**src/rtl/lcd_receiver.sv**
```systemverilog
// Oversampling DMG LCD pin receiver: rebuilds frames as pixel writes plus row/frame strobes.
// Define LCD_RECEIVER_SIG_EN to build the rotating-XOR frame signature; otherwise frame_sig is 0.
module lcd_receiver #(
    parameter int WIDTH  = 160,
    parameter int HEIGHT = 144
) (
    input  logic        clk,
    input  logic        nreset,
    input  logic        pin_cpg,
    input  logic        pin_cpl,
    input  logic        pin_cp,
    input  logic        pin_ld0,
    input  logic        pin_ld1,
    output logic        pix_we,
    output logic [7:0]  pix_x,
    output logic [7:0]  pix_y,
    output logic [1:0]  pix_d,
    output logic        line_done,
    output logic [7:0]  line_y,
    output logic        frame_done,
    output logic        busy,
    output logic        err_short,
    output logic        err_overrun,
    output logic        err_sync,
    output logic [15:0] frame_sig
);

    localparam logic [7:0] X_END  = 8'(WIDTH);
    localparam logic [7:0] Y_LAST = 8'(HEIGHT - 1);

    typedef enum logic {SYNC_WAIT, ACTIVE} state_t;

    // Pin vector order: {ld1, ld0, cp, cpl, cpg}
    logic [4:0] s1_q, s2_q, s3_q;
    logic       cp_rise, cpl_rise, cpg_lvl;
    logic [1:0] ld;

    state_t     state_q, state_d;
    logic [7:0] x_q, x_d, y_q, y_d;
    logic       pix_we_q, pix_we_d;
    logic [7:0] pix_x_q, pix_x_d, pix_y_q, pix_y_d;
    logic [1:0] pix_d_q, pix_d_d;
    logic       line_done_q, line_done_d;
    logic [7:0] line_y_q, line_y_d;
    logic       frame_done_q, frame_done_d;
    logic       err_short_q, err_short_d;
    logic       err_overrun_q, err_overrun_d;
    logic       err_sync_q, err_sync_d;
`ifdef LCD_RECEIVER_SIG_EN
    logic [15:0] sig_q, sig_d, frame_sig_q, frame_sig_d;
`endif

    always_ff @(posedge clk or negedge nreset) begin
        if (!nreset) begin
            s1_q <= '0;
            s2_q <= '0;
            s3_q <= '0;
        end else begin
            s1_q <= {pin_ld1, pin_ld0, pin_cp, pin_cpl, pin_cpg};
            s2_q <= s1_q;
            s3_q <= s2_q;
        end
    end

    assign cp_rise  = s2_q[2] & ~s3_q[2];
    assign cpl_rise = s2_q[1] & ~s3_q[1];
    assign cpg_lvl  = s2_q[0];
    assign ld       = s2_q[4:3];

    always_comb begin
        state_d       = state_q;
        x_d           = x_q;
        y_d           = y_q;
        pix_we_d      = 1'b0;
        pix_x_d       = pix_x_q;
        pix_y_d       = pix_y_q;
        pix_d_d       = pix_d_q;
        line_done_d   = 1'b0;
        line_y_d      = line_y_q;
        frame_done_d  = 1'b0;
        err_short_d   = 1'b0;
        err_overrun_d = 1'b0;
        err_sync_d    = 1'b0;
`ifdef LCD_RECEIVER_SIG_EN
        sig_d         = sig_q;
        frame_sig_d   = frame_sig_q;
`endif
        case (state_q)
            SYNC_WAIT: begin
                if (cpl_rise && cpg_lvl) begin
                    state_d = ACTIVE;
                    x_d     = '0;
                    y_d     = '0;
`ifdef LCD_RECEIVER_SIG_EN
                    sig_d   = '0;
`endif
                end
            end
            ACTIVE: begin
                // Pixel goes first so a coincident CPL commits a row that includes it.
                if (cp_rise) begin
                    if (x_q < X_END) begin
                        pix_we_d = 1'b1;
                        pix_x_d  = x_q;
                        pix_y_d  = y_q;
                        pix_d_d  = ld;
                        x_d      = x_q + 8'd1;
`ifdef LCD_RECEIVER_SIG_EN
                        sig_d    = {sig_q[14:0], sig_q[15]} ^ {14'b0, ld};
`endif
                    end else begin
                        err_overrun_d = 1'b1;
                    end
                end
                if (cpl_rise) begin
                    if (cpg_lvl) begin
                        err_sync_d = 1'b1;
                        x_d        = '0;
                        y_d        = '0;
`ifdef LCD_RECEIVER_SIG_EN
                        sig_d      = '0;
`endif
                    end else begin
                        line_done_d = 1'b1;
                        line_y_d    = y_q;
                        err_short_d = (x_d != X_END);
                        x_d         = '0;
                        if (y_q == Y_LAST) begin
                            frame_done_d = 1'b1;
                            y_d          = '0;
                            state_d      = SYNC_WAIT;
`ifdef LCD_RECEIVER_SIG_EN
                            frame_sig_d  = sig_d;
`endif
                        end else begin
                            y_d = y_q + 8'd1;
                        end
                    end
                end
            end
            default: state_d = SYNC_WAIT;
        endcase
    end

    always_ff @(posedge clk or negedge nreset) begin
        if (!nreset) begin
            state_q       <= SYNC_WAIT;
            x_q           <= '0;
            y_q           <= '0;
            pix_we_q      <= 1'b0;
            pix_x_q       <= '0;
            pix_y_q       <= '0;
            pix_d_q       <= '0;
            line_done_q   <= 1'b0;
            line_y_q      <= '0;
            frame_done_q  <= 1'b0;
            err_short_q   <= 1'b0;
            err_overrun_q <= 1'b0;
            err_sync_q    <= 1'b0;
        end else begin
            state_q       <= state_d;
            x_q           <= x_d;
            y_q           <= y_d;
            pix_we_q      <= pix_we_d;
            pix_x_q       <= pix_x_d;
            pix_y_q       <= pix_y_d;
            pix_d_q       <= pix_d_d;
            line_done_q   <= line_done_d;
            line_y_q      <= line_y_d;
            frame_done_q  <= frame_done_d;
            err_short_q   <= err_short_d;
            err_overrun_q <= err_overrun_d;
            err_sync_q    <= err_sync_d;
        end
    end

`ifdef LCD_RECEIVER_SIG_EN
    always_ff @(posedge clk or negedge nreset) begin
        if (!nreset) begin
            sig_q       <= '0;
            frame_sig_q <= '0;
        end else begin
            sig_q       <= sig_d;
            frame_sig_q <= frame_sig_d;
        end
    end
    assign frame_sig = frame_sig_q;
`else
    assign frame_sig = '0;
`endif

    assign pix_we      = pix_we_q;
    assign pix_x       = pix_x_q;
    assign pix_y       = pix_y_q;
    assign pix_d       = pix_d_q;
    assign line_done   = line_done_q;
    assign line_y      = line_y_q;
    assign frame_done  = frame_done_q;
    assign busy        = (state_q == ACTIVE);
    assign err_short   = err_short_q;
    assign err_overrun = err_overrun_q;
    assign err_sync    = err_sync_q;

endmodule

```
**config.mk**
```make
export PLATFORM = sky130hd
export DESIGN_NAME = lcd_receiver
export DESIGN_NICKNAME = d
export VERILOG_FILES = /design/src/rtl/lcd_receiver.sv
export SDC_FILE = /design/constraint.sdc
export NUM_CORES = 1
export LEC_CHECK = 0
export CAP_MARGIN = 20
export CORE_MARGIN = 5
export CORE_UTILIZATION = 54
export CTS_CLUSTER_SIZE = 16
export DETAILED_ROUTE_END_ITERATION = 7
export PLACE_DENSITY = 0.95
export RECOVER_POWER = 25
export SLEW_MARGIN = 20
export SYNTH_ARGS = -nofsm -noshare
export SYNTH_HDL_FRONTEND = slang
export SYNTH_SLANG_ARGS = --single-unit
```
**constraint.sdc**
```tcl
create_clock -name clk -period 4.8 [get_ports clk]
set_input_delay 0.48 -clock clk [delete_from_list [all_inputs] [get_ports clk]]
set_output_delay 0.48 -clock clk [all_outputs]
set_load 0.05 [all_outputs]
```
# ---- After elaboration in Yosys (flattened, before gate mapping)
# Index checks and enable logic that the tools add are counted.
dict set report word_totals {
  register_bits 62
  inputBits 7
  elab_cells 67
}
dict set report classes {
  add_sub_neg 2
  order_cmp 1
  n_eq_ne 4
  n_mux 34
  bitwise 6
  n_reduce_logical 4
}
# cell n
set ops {}
lappend ops {{$mux 8} 8}
lappend ops {{$pmux 8 s2} 2}
lappend ops {{$mux 1} 23}
lappend ops {{$add 8x1->8 const B} 2}
lappend ops {{$eq 8x8->1 const B} 1}
lappend ops {{$lt 8x8->1 const B} 1}
lappend ops {{$ne 8x8->1 const B} 1}
lappend ops {{$reduce_and 3->1} 2}
lappend ops {{$ne 2x2->1 const B} 2}
lappend ops {{$not 1->1} 4}
lappend ops {{$and 1x1->1} 2}
lappend ops {{$pmux 1 s2} 1}
lappend ops {{$reduce_and 2->1} 1}
lappend ops {{$logic_and 1x1->1} 1}

# ---- Longest topological paths before layout
dict set report depth {
  ltp_word 8
  depth_mapped 6
  ltp_nobuf 5
}

# ---- Least setup slack after synthesis
# Ideal clock, no wire load.
dict set report synth_path {
  path_type {reg2reg}
  startpoint {register state_q (netlist: busy)}
  endpoint {register y_q[7]}
  setup_time_ns 0.132
  arrival_time_ns 1.512
  t_required_ns 4.668
  path_slack_ns 3.156
  path_stages_with_launch 6
  path_buffers 1
  synth_period_minus_slack_ns 1.644
  cell_sequence {dfrtp_1 -> buf_2 -> nor2_1 -> nor4_2 -> a31o_2 -> a21oi_1}
}
dict set report synth_between {
  elab_chain_len 3
}
# element line
set synth_rtl {}
lappend synth_rtl {{start: declaration} 38} ;# state_t state_q, state_d;
lappend synth_rtl {{start signal: assignment} 161} ;# state_q <= state_d;
lappend synth_rtl {{$not 1->1} --}
lappend synth_rtl {{$ne 2x2->1 (no source line)} --}
lappend synth_rtl {{$reduce_and 2->1 (no source line)} --}
lappend synth_rtl {{end signal: assignment} 163} ;# y_q <= y_d;
lappend synth_rtl {{end: declaration} 39} ;# logic [7:0] x_q, x_d, y_q, y_d;
# Several ways; a longest one is shown, not always the timed one.
# A chain may end at the register's enable or synchronous reset.

# ---- Final worst setup path
dict set report layout_path {
  startpoint {register state_q (netlist: busy)}
  endpoint {output busy}
}
# element line
set layout_rtl {}
lappend layout_rtl {{end: declaration} 21} ;# output logic busy,
# No word-level cell between the ends.

==> metrics.yaml <==
sta:
  setup_viol: 0
  rsz0062_at_grt: "no"
  tightest_slew_ns: 0.844
  fmax_mhz: 448
  finalClockSkew_ns: 0.0109
  holdWs_ns: 0.286
  slew_headroom_pct: 43.7
  fin_crit_ns: 2.23
  setup_tns_ns: 0
  hold_viol: 0
  timing_max_transition_violations_final: 0
  finalCritPeriodShare_pct: 46.5
layout:
  fin_nets: 284
  syn_to_final_growth_pct: 20.5
  diodes: 0
  layout-drive-gt1-share_pct: 14.6
critical_path:
  critPathRequiredTime_ns: 4.32
  critPathArrivalTime_ns: 1.75
  reg2reg_slack_ns: 2.76
  cp_max_fo: 12
  cp-start-kind: "flip-flop"
  worst-path-buf-inv: 1
  r2r_end: "pix_y[1]"
  end_kind: "primary output"
  reg2reg_from: "x_q[5]"
  critPathTopFamily: "buffers and inverters"
  reg2reg_depth: 3
  path_cells: "clkdlybuf4s50_1"
  path_class: "flip-flop to primary output"
  critPathMaxStageDelay_ns: 0.89
  slowest_stage: "clkdlybuf4s50_1"
synth:
  syn_avg_cell_area_sq_um: 11.4
  synth_edf_count: 0
  synth_seq_cells: 61
  synth_commonest_cells: "61 x dfrtp_1, 30 x nand2_1, 18 x mux2_2, 16 x buf_4, 15 x nor2_1"
  syn_inst: 234
  yosys_warnings: 0
  synth_top_area_cell: "dfrtp_1"
  netlist_area_sq_mm: 0.00266
  yosysUniqueCellTypes: 44
  yosysTopAreaCellShare_pct: 57.4
  synth-async-reset-ratio_pct: 100
  ys_dominant_reg_cell: "dfrtp_1"
  synthTopCellsByArea: "dfrtp_1 57%, mux2_2 7.6%, buf_4 4.5%"
  synth_seq_area_share_pct: 57.4
  yosysMostFrequentCell: "dfrtp_1"
power:
  p_sw_mw: 0.410
  combPwrFrac_pct: 20.1
  leakage_nw: 1.45
  internal-power_mw: 0.894
  power.total_mw: 1.30
  peakVddDrop_uv: 251
  pwr-share-clk_pct: 33.9
  pwr_density_cell_mw_per_mm2: 407
  p_seq_share_pct: 46.0
  switching_share_pct: 31.4
drt:
  dr.pass1.iters: 4
  postRouteAntennaNets: 0
  wl_per_cell_um: 14.8
  top_layer: "met4"
  via_per_inst: 5.38
  wirelength_mm: 5.15
  drt-met1-wl_mm: 2.17
  wl_met2_mm: 2.41
  drt_iter0_drc: 176
  met3WireLength_um: 454
  drc: 0
  num_vias: 1867
placed_design:
  io_buffers: 39
  dp_hpwl_mm: 3.50
  gp_congestion: 0.885
hold_path:
  min_path_type: "input pin to async pin"
floorplanning:
  dieWidth_um: 80.2
  design.die.area_sq_mm: 0.00643
  die_h_um: 80.2
  core-area_sq_mm: 0.00475
  io-pin-count: 56
  initial_core_util_pct: 55.9
  rows: 25
clocking:
  cts-resized-gates: 0
  clock-sinks: 61
  cts_setup_buffers: 0
  insertion_delay_ns: 0.34
  cts.hold.buffers_added: 0
  cts_made_buffers: 9
  cts_root_buf: "clkbuf_8"
  htreeDepth: 3
  clk_pin_slew_ns: 0.07
  cts_max_path_buffers: 2
  tritoncts: "done"
status:
  status: "complete, no violations"
global_routing:
  grt_pass1_wl_mm: 8.74
  grt_pass1_vias: 1803
  grt_usage_pct: 18.3
  grt_max_degree: 62
  antenna_found_initial: 0
  overflow: 0
run:
  max-cap-violations: 0
[cells by family (layout without fill, tap and decap cells)]
kind of cell,count (synthesis),after routing,share of synthesized area [%]
buffers and inverters,30,61,7.53
muxes,18,18,7.62
DFF,61,61,57.4
adders and majority gates,2,2,0.941
other,1,16,0.141
xor gates and xnor gates,6,6,1.98
and+or+nand+nor,77,77,14.2
AOI/OAI and AO/OA,39,39,10.2
[metrics by stage]
step / std cells / utilization, % / setup slack [ns] / cell area (sq um)
global placement: 331 / 63.3 / 2.84 / 3010
detailed placement: 331 / 63.3 / 2.79 / 3010
global route: 347 / 67.4 / 2.49 / 3200
CTS: 347 / 67.4 / 2.56 / 3200
finish: 347 / 67.4 / 2.57 / 3200
floorplan: 249 / - / 3.16 / 2720
[cell usage in the layout, fill, tap and decap left out, types with 2 or more instances in the layout]
cell             instances
and3_1                   3
ha_1                     2
xnor2_1                  5
clkbuf_1                 2
mux2_2                  18
inv_1                    4
nor3_1                   6
clkinv_2                 2
nand4_1                  4
clkbuf_8                10
clkdlybuf4s50_1         33
nand2_1                 30
nand3_1                  4
a21oi_1                  5
nor2b_1                  2
nor2_1                  15
or3_1                    2
conb_1                  16
dfrtp_1                 61
nor4_1                   2
a22o_1                   5
dlygate4sd3_1            5
a31o_2                   3
nand2b_1                 2
a31oi_1                  4
o21ai_0                 12
[worst max path at each step]
stage	start	end	slack, ns	depth (start not counted)
4_1_cts	busy	busy	2.56	1
3_3_place_gp	x_q[5]	pix_x[5]	2.84	3
5_1_grt	busy	busy	2.49	1
6_report	busy	busy	2.57	1
3_5_place_dp	x_q[5]	pix_x[2]	2.79	3
2_1_floorplan	busy	y_q[7]	3.16	5
[routing by layer]
layer / vias to the layer above / GRT usage [%]
li1: 866 / -
met1: 894 / 23.6
met2: 94 / 27.1
met3: 13 / 6.17
met4: 0 / 9.80
met5: - / 0
[power groups by stage]
stage,Clock (mW),Combinational [mW],Sequential (mW)
after floorplan,0,0.115,0.677
after global placement,0,0.254,0.605
after detailed placement,0,0.261,0.609
after CTS,0.449,0.264,0.600
after global routing,0.477,0.278,0.608
final,0.442,0.261,0.600
[state kept, by name, indices dropped and copies added (netlist names)]
| signal | cells |
|---|---|
| busy | 1 |
| err_overrun | 1 |
| err_short | 1 |
| err_sync | 1 |
| frame_done | 1 |
| line_done | 1 |
| line_y | 8 |
| pix_d | 2 |
| pix_we | 1 |
| pix_x | 8 |
| pix_y | 8 |
| s1_q | 5 |
| s2_q | 5 |
| s3_q | 2 |
| x_q | 8 |
| y_q | 8 |
[layout make-up]
class	count	area [sq um]
Sequential cell	61	1530
Inverter	5	18.8
Multi-Input combinational cell	158	988
Clock buffer	12	145
Fill cell	375	1550
Timing Repair Buffer	40	393
Tap cell	67	83.8
Clock inverter	4	47.5
Power figures use the tool's default switching activity.
